--- src/rtl/frame_sequencer_pkg.sv ---
// Shared types and default timing for the frame sequencer.
package frame_sequencer_pkg;

  typedef enum logic [2:0] {
    StIdle,
    StErase,
    StExpose,
    StCntRst,
    StConvert,
    StRowSetup,
    StRowOffer,
    StDone
  } sequencer_state_t;

  localparam int unsigned ARRAY_HEIGHT_DEF   = 128;
  localparam int unsigned PIXEL_BITS_DEF     = 8;
  localparam int unsigned ERASE_CYCLES_DEF   = 5;
  localparam int unsigned EXPOSE_CYCLES_DEF  = 255;
  localparam int unsigned CONVERT_CYCLES_DEF = 2 ** PIXEL_BITS_DEF;
  localparam int unsigned ROW_ADDR_BITS      = $clog2(ARRAY_HEIGHT_DEF);

  function automatic int unsigned max3(input int unsigned a, input int unsigned b,
                                       input int unsigned c);
    int unsigned m;
    m = (a > b) ? a : b;
    return (m > c) ? m : c;
  endfunction

endpackage

--- src/rtl/frame_sequencer_phase_timer.sv ---
// Loadable down-counter shared by all timed phases; zero flag marks the last cycle.
module phase_timer #(
  parameter int unsigned Width = 9
) (
  input  logic             clk_i,
  input  logic             rst_i,
  input  logic             load_i,
  input  logic [Width-1:0] load_val_i,
  input  logic             en_i,
  output logic             zero_o
);

  logic [Width-1:0] cnt_q, cnt_d;

  always_comb begin
    cnt_d = cnt_q;
    if (load_i) begin
      cnt_d = load_val_i;
    end else if (en_i && (cnt_q != '0)) begin
      cnt_d = cnt_q - Width'(1);
    end
  end

  always_ff @(posedge clk_i or posedge rst_i) begin
    if (rst_i) begin
      cnt_q <= '0;
    end else begin
      cnt_q <= cnt_d;
    end
  end

  assign zero_o = (cnt_q == '0);

endmodule

--- src/rtl/frame_sequencer.sv ---
// Frame controller: erase, expose, counter reset, convert, then handshaked row readout.
module frame_sequencer
  import frame_sequencer_pkg::*;
#(
  parameter int unsigned ARRAY_HEIGHT   = ARRAY_HEIGHT_DEF,
  parameter int unsigned PIXEL_BITS     = PIXEL_BITS_DEF,
  parameter int unsigned ERASE_CYCLES   = ERASE_CYCLES_DEF,
  parameter int unsigned EXPOSE_CYCLES  = EXPOSE_CYCLES_DEF,
  parameter int unsigned CONVERT_CYCLES = 2 ** PIXEL_BITS
) (
  input  logic                            clk_i,
  input  logic                            rst_i,
  input  logic                            start_i,
  input  logic                            continuous_i,
  output logic                            erase_o,
  output logic                            expose_o,
  output logic                            counter_reset_o,
  output logic                            convert_o,
  output logic                            read_o,
  output logic [$clog2(ARRAY_HEIGHT)-1:0] row_select_o,
  output logic                            row_valid_o,
  input  logic                            row_accept_i,
  output logic                            busy_o,
  output logic                            frame_finished_o
);

  localparam int unsigned RowW = $clog2(ARRAY_HEIGHT);
  localparam int unsigned CntW = $clog2(max3(ERASE_CYCLES, EXPOSE_CYCLES, CONVERT_CYCLES)) + 1;
  localparam logic [RowW-1:0] LastRow = RowW'(ARRAY_HEIGHT - 1);

  if (ERASE_CYCLES < 1 || EXPOSE_CYCLES < 1 || CONVERT_CYCLES < 1 || ARRAY_HEIGHT < 2)
  begin : g_bad_param
    $error("frame_sequencer: cycle parameters must be >= 1 and ARRAY_HEIGHT >= 2");
  end

  sequencer_state_t state_q, state_d;
  logic [RowW-1:0]  row_q, row_d;
  logic             tmr_load, tmr_en, tmr_zero;
  logic [CntW-1:0]  tmr_val;
  logic erase_q, expose_q, cnt_rst_q, convert_q, read_q, valid_q, busy_q, finished_q;

  phase_timer #(
    .Width (CntW)
  ) u_phase_timer (
    .clk_i      (clk_i),
    .rst_i      (rst_i),
    .load_i     (tmr_load),
    .load_val_i (tmr_val),
    .en_i       (tmr_en),
    .zero_o     (tmr_zero)
  );

  always_comb begin
    state_d  = state_q;
    row_d    = row_q;
    tmr_load = 1'b0;
    tmr_val  = '0;
    tmr_en   = 1'b0;
    unique case (state_q)
      StIdle: begin
        row_d = '0;
        if (start_i) begin
          state_d  = StErase;
          tmr_load = 1'b1;
          tmr_val  = CntW'(ERASE_CYCLES - 1);
        end
      end
      StErase: begin
        if (tmr_zero) begin
          state_d  = StExpose;
          tmr_load = 1'b1;
          tmr_val  = CntW'(EXPOSE_CYCLES - 1);
        end else begin
          tmr_en = 1'b1;
        end
      end
      StExpose: begin
        if (tmr_zero) state_d = StCntRst;
        else          tmr_en  = 1'b1;
      end
      StCntRst: begin
        state_d  = StConvert;
        tmr_load = 1'b1;
        tmr_val  = CntW'(CONVERT_CYCLES - 1);
      end
      StConvert: begin
        if (tmr_zero) begin
          state_d = StRowSetup;
          row_d   = '0;
        end else begin
          tmr_en = 1'b1;
        end
      end
      StRowSetup: state_d = StRowOffer;
      StRowOffer: begin
        if (row_accept_i) begin
          if (row_q == LastRow) begin
            state_d = StDone;
            row_d   = '0;
          end else begin
            state_d = StRowSetup;
            row_d   = row_q + RowW'(1);
          end
        end
      end
      StDone: begin
        row_d = '0;
        if (continuous_i) begin
          state_d  = StErase;
          tmr_load = 1'b1;
          tmr_val  = CntW'(ERASE_CYCLES - 1);
        end else begin
          state_d = StIdle;
        end
      end
      default: state_d = StIdle;
    endcase
  end

  // Outputs are decoded from the next state so they register alongside it.
  always_ff @(posedge clk_i or posedge rst_i) begin
    if (rst_i) begin
      state_q    <= StIdle;
      row_q      <= '0;
      erase_q    <= 1'b0;
      expose_q   <= 1'b0;
      cnt_rst_q  <= 1'b0;
      convert_q  <= 1'b0;
      read_q     <= 1'b0;
      valid_q    <= 1'b0;
      busy_q     <= 1'b0;
      finished_q <= 1'b0;
    end else begin
      state_q    <= state_d;
      row_q      <= row_d;
      erase_q    <= (state_d == StErase);
      expose_q   <= (state_d == StExpose);
      cnt_rst_q  <= (state_d == StCntRst);
      convert_q  <= (state_d == StConvert);
      read_q     <= (state_d == StRowSetup) || (state_d == StRowOffer);
      valid_q    <= (state_d == StRowOffer);
      busy_q     <= (state_d != StIdle);
      finished_q <= (state_d == StDone);
    end
  end

  assign erase_o          = erase_q;
  assign expose_o         = expose_q;
  assign counter_reset_o  = cnt_rst_q;
  assign convert_o        = convert_q;
  assign read_o           = read_q;
  assign row_select_o     = row_q;
  assign row_valid_o      = valid_q;
  assign busy_o           = busy_q;
  assign frame_finished_o = finished_q;

endmodule

--- config.mk ---
export PLATFORM = sky130hd
export DESIGN_NAME = frame_sequencer
export DESIGN_NICKNAME = d
export VERILOG_FILES = /design/src/rtl/frame_sequencer_pkg.sv /design/src/rtl/frame_sequencer_phase_timer.sv /design/src/rtl/frame_sequencer.sv
export SDC_FILE = /design/constraint.sdc
export NUM_CORES = 1
export LEC_CHECK = 0
export BUFFER_PORTS_ARGS = -buffer_cell sky130_fd_sc_hd__buf_2
export CAP_MARGIN = 30
export CORE_ASPECT_RATIO = 1.4
export CORE_MARGIN = 10
export CORE_UTILIZATION = 30
export CTS_BUF_LIST = sky130_fd_sc_hd__clkbuf_16
export DETAILED_ROUTE_END_ITERATION = 16
export PLACE_DENSITY_LB_ADDON = 0.1
export SLEW_MARGIN = 15
export SYNTH_ARGS = -nofsm -noshare
export SYNTH_HDL_FRONTEND = slang
export SYNTH_HIERARCHICAL = 1
export SYNTH_SLANG_ARGS = --single-unit
--- constraint.sdc ---
create_clock -name clk_i -period 7.3 [get_ports clk_i]
set_input_delay 0.365 -clock clk_i [delete_from_list [all_inputs] [get_ports clk_i]]
set_output_delay 0.365 -clock clk_i [all_outputs]
set_load 0.05 [all_outputs]
Word-level counts from Yosys, hierarchy flattened
Cells that the tools add are included.
Storage, ports and cells
  flip-flop bits (word level): 27
  latch bits: 0
  bits in writable memories: 0
  bits in read-only memories: 0
  bits of input ports: 5
  memories kept: 0
Cells by class
  $add $sub $neg: 2
  multiply operators: 0
  div/mod/pow operators: 0
  order comparisons: 0
  eq/ne operators: 17
  shift operators: 0
  muxes and demuxes: 24
  bitwise operators: 0
  reduce and logical (&&, ||, !) cells: 11
Operators with widths (count)
  case mux 8 bit (4 select lines): 1
  == test 3 bit (second input constant): 8
  case mux 3 bit (8 select lines): 1
  two-way mux 3 bit: 7
  two-way mux 7 bit: 3
  case mux 7 bit (3 select lines): 1
  two-way mux 9 bit: 2
  == test 3 x 2 -> 1 bit (second input constant): 4
  logical NOT 9 bit: 1
  nonzero test 9 bit: 1
  subtractor 9 x 1 -> 9 bit (second input constant): 1
  two-way mux 8 bit: 1
  adder 7 x 1 -> 7 bit (second input constant): 1
  == test 7 bit (second input constant): 1
  == test 3 x 1 -> 1 bit (second input constant): 2
  two-way mux 1 bit: 6
  nonzero test 3 bit: 2
  != test 2 bit (second input constant): 2
  case mux 1 bit (4 select lines): 1
  logical NOT 3 bit: 1
  AND reduction 3 bit: 1
  OR reduction 3 bit: 1
  two-way mux 2 bit: 1
  nonzero test 2 bit: 1
  3 further kinds: 3

Logic depth before layout (Yosys ltp)
  depth after elaboration: 6
  mapped depth: 13
  gate-level depth less buffers: 10

Hierarchy
Netlist, hierarchy kept.
By module, submodules not included
  frame_sequencer: times used 1, cells an instance 103, area each 1006.0 um^2, sequential area each 450.4 um^2
  phase_timer: times used 1, cells an instance 69, area each 596.8 um^2, sequential area each 225.2 um^2

Worst setup path after synthesis
No wires, ideal clock.
  kind: register -> register
  from: register u_phase_timer.cnt_q[0]
  to: register u_phase_timer.cnt_q[6]
  setup time: 0.129 ns
  data arrival time: 2.600 ns
  required time: 7.171 ns
  setup slack: 4.570 ns
  cell stages (with the launch flop): 14
  path buffers: 3
  clock period less this slack: 2.730 ns
  cells stage by stage: dfrtp_1 -> inv_1 -> ha_1 -> or4b_1 -> clkbuf_1 -> nor2_1 -> o21bai_1 -> a21oi_1 -> a21o_1 -> clkbuf_1 -> buf_1 -> nor2_1 -> o2111ai_1 -> nand3_1
RTL lines
  start: declaration: line frame_sequencer_phase_timer.sv:13  | logic [Width-1:0] cnt_q, cnt_d;
  start signal: assignment: line frame_sequencer_phase_timer.sv:28  | cnt_q <= cnt_d;
  logical NOT 9 bit *: line frame_sequencer_phase_timer.sv:32  | assign zero_o = (cnt_q == '0);
  net tmr_zero: line frame_sequencer.sv:38  | logic tmr_load, tmr_en, tmr_zero;
  two-way mux 1 bit *: line frame_sequencer.sv:69  | if (tmr_zero) begin
  case mux 1 bit (4 select lines) *: line frame_sequencer.sv:59  | unique case (state_q)
  net tmr_load: line frame_sequencer.sv:38
  two-way mux 9 bit or nonzero test 2 bit (tied branches)
Mark *: on every way through the listed nets, which the timed path passes. The rest lies on a longest branch. The select of a mux whose other input is x is not followed.
A chain may end at the register's enable or synchronous reset.

Final worst setup path
  from: register u_phase_timer.cnt_q[0]
  to: register u_phase_timer.cnt_q[4]
The elaborated chain is that of the path after synthesis.

==> metrics <==
top-level port count 20; Clock transition at path regs 0.07 ns; CTS-repair resized insts 0; die width 81.78 um; worst r2r dst u_phase_timer/cnt_q[4]; r2r setup slk 4.24 ns; CP delay by family, top simple AND/OR/NAND/NOR gates; share of layout cells above drive strength 1 18.28%; clk sinks 27; clock latency on the worst-skew pair 0.27 ns; Net Count, Synth 179; Fin Setup TNS 0 ns; fin nets 194; first drt pass iteration count 4; ranking of synthesized cells by area dfrtp_1 (42%), o21ai_0 (3.4%), inv_1 (3.3%); initial core utilization 30.84%; status finished clean; initial antenna violation count 0; die area 8708 um2; final antenna diode count 0; Max FO, Critical Path 21; Mapped Area 1603 um2; P per Cell Area 455.4 nW/um2; Slew Limit Headroom 55.66%; Max stage delay on crit path 0.60 ns; RSZ-0062 raised after global routing false; Root Driver clkbuf_16; Core Region 5197 um2; placed instance area 1715 um2; Hold Buf Count CTS 0; vias in the first global route 1299; Slowest-stage cell, CP or4b_1; Yosys reg bits 27; drt wl/cell 14.99 um; Vias 1337; ys async rst share 100.0%; Critical path buffers and inverters 1; fin crit share 41.99%; Remaining DRCs 0; Fmax 0.3263 GHz; DRT iter0 DRCs 94; post-route ant nets 0; H-Tree Depth 1; CP endpoint kind register; Max Clock Skew 0.005475 ns; Hold Vio Cnt, Final 0; area growth from synthesis to layout 12.26%; Pleak 0.8262 nW; Final Max Slew Viols 0; min Tclk post-route 3.065 ns; worst vdd ir 0.0001671 V; sequential-to-total area share from yosys stat 42.15%; post-synth top area share 42.15%; finished layout cell area 1799 um2; total wire length 3.777 mm; DIE HEIGHT 106.5 um; Yosys cell types 56; total setup buffers inserted after CTS 0; number of max-cap violations 0; I/O Buffers 19; via/cell ratio 5.306; CTS Buf Count 3; Setup Crit Path Kind register to register; cell taking the most area after synthesis dfrtp_1; first-pass GRT wire length 6.417 mm; most used flip-flop cell after synthesis dfrtp_1; gr ovfl total 0; placer congestion estimate 0.7565; Tightest Pin Transition 0.6644 ns; Post-synth EDFFs 0; Std-Cell Rows 31; CP cell instances inv_1 -> ha_1 -> or4b_1 -> nor2_1 -> o21bai_1 -> a21oi_1 -> a21o_1 -> nor2b_1 -> a22oi_1 -> o311ai_0; hpwl dp 2.954 mm; syn_area_per_cell 9.319 um2; Hold WC Path Type primary input to asynchronous set/reset pin; crit path DAT 3.17 ns; Max Root-Sink Buffers 2; GRT Total Usage 9.175%; cells on worst reg2reg path 10; startpoint types register; Worst Path Required 7.40 ns; largest net degree at the start of global routing 22; count of final setup violators 0; Synth Instances 172; reg2reg start u_phase_timer/cnt_q[0]; Yosys Warn Count 6; TritonCTS clock tree built
==> Yosys cell counts (2+ instances only) <==
cell type	count
nand2b_1	2
nor2_1	11
clkbuf_1	2
nor3b_1	5
buf_6	3
a22o_1	2
nor2b_1	4
nor3_1	6
a21oi_1	9
and2b_4	2
or4_1	4
a32o_1	2
and3_1	2
buf_4	2
dfrtp_1	27
ha_1	2
a21o_1	2
a31oi_1	2
nand3_1	7
o311ai_0	2
inv_1	14
or3_1	4
nand2_1	8
o2111ai_1	3
o211ai_1	3
a22oi_1	2
o21ai_0	11
==> per-layer routing <==
layer  global-route usage [%]  vias up  share of wire [%]
met5                        0        -                  0
met4                    4.024        0                1.8
met3                    2.108        5                5.3
met2                    16.12       32                 53
met1                    10.02      641                 40
li1                         -      659                  -
==> logic make-up after synthesis <==
logic type                 share of synthesized area (%)
adders and majority gates                          1.561
and+or+nand+nor                                    24.51
DFF                                                42.15
muxes                                              1.327
xor gates and xnor gates                          0.5465
other                                             0.2340
buffers and inverters                              7.337
AOI/OAI and AO/OA                                  22.33
==> how the worst max path moves through the flow <==
stage	from	endpoint	slack, ns	depth (start not counted)
after floorplan	u_phase_timer/cnt_q[0]	u_phase_timer/cnt_q[6]	4.57	13
final	u_phase_timer/cnt_q[0]	u_phase_timer/cnt_q[4]	4.24	10
after global placement	u_phase_timer/cnt_q[1]	u_phase_timer/cnt_q[7]	4.42	9
after global routing	u_phase_timer/cnt_q[0]	u_phase_timer/cnt_q[0]	3.99	10
after CTS	u_phase_timer/cnt_q[0]	u_phase_timer/cnt_q[0]	4.23	10
after detailed placement	u_phase_timer/cnt_q[0]	u_phase_timer/cnt_q[0]	4.23	10
==> power breakdown <==
group	switching, mW	internal [mW]	leakage [nW]
Sequential	0.0679	0.201	0.350
Clock	0.0535	0.0758	0.0415
Combinational	0.265	0.157	0.434
==> cells in the final DEF, fill, tap and decap left out, types with 2 or more instances in the layout <==
cell type | synthesis | routed
clkbuf_16 | 0 | 3
a22o_1 | 2 | 2
o2111ai_1 | 3 | 3
a21oi_1 | 9 | 9
or4_1 | 4 | 4
nand2b_1 | 2 | 2
nor3b_1 | 5 | 5
and2b_4 | 2 | 2
a22oi_1 | 2 | 2
nor3_1 | 6 | 6
nand2_1 | 8 | 8
o311ai_0 | 2 | 2
o211ai_1 | 3 | 3
nor2_1 | 11 | 11
buf_2 | 1 | 19
ha_1 | 2 | 2
a31oi_1 | 2 | 2
and3_1 | 2 | 2
nand3_1 | 7 | 7
dfrtp_1 | 27 | 27
inv_1 | 14 | 14
nor2b_1 | 4 | 4
o21ai_0 | 11 | 11
a32o_1 | 2 | 2
or3_1 | 4 | 4
a21o_1 | 2 | 2
==> per-stage QoR <==
step / setup slack [ns] / total power [mW] / hold WS, ns / utilization [%] / instances
floorplan: 4.570 / 0.6171 / 0.1929 / - / 172
global placement: 4.415 / 0.6842 / 0.3743 / 33.00 / 248
detailed placement: 4.231 / 0.6966 / 0.3748 / 33.00 / 248
CTS: 4.226 / 0.8284 / 0.08117 / 34.62 / 252
global route: 3.991 / 0.8872 / 0.09287 / 34.62 / 252
finish: 4.235 / 0.8193 / 0.06346 / 34.62 / 252
==> sequential cells by signal, summed over array words and instances, names as in the netlist <==
name                 flops
row_select_o             7
u_phase_timer/cnt_q      9
row_valid_o              1
counter_reset_o          1
state_q                  3
expose_o                 1
erase_o                  1
busy_o                   1
convert_o                1
read_o                   1
frame_finished_o         1
==> layout make-up <==
type | count | area, um2
well taps | 66 | 82.58
multi-input cells | 122 | 809.5
clock inverters | 1 | 8.758
fillers | 545 | 3398
flip-flops and latches | 27 | 675.6
clock buffers | 3 | 75.07
inverters | 14 | 52.55
repair buffers | 19 | 95.09
(Power assumes the default switching activity.)
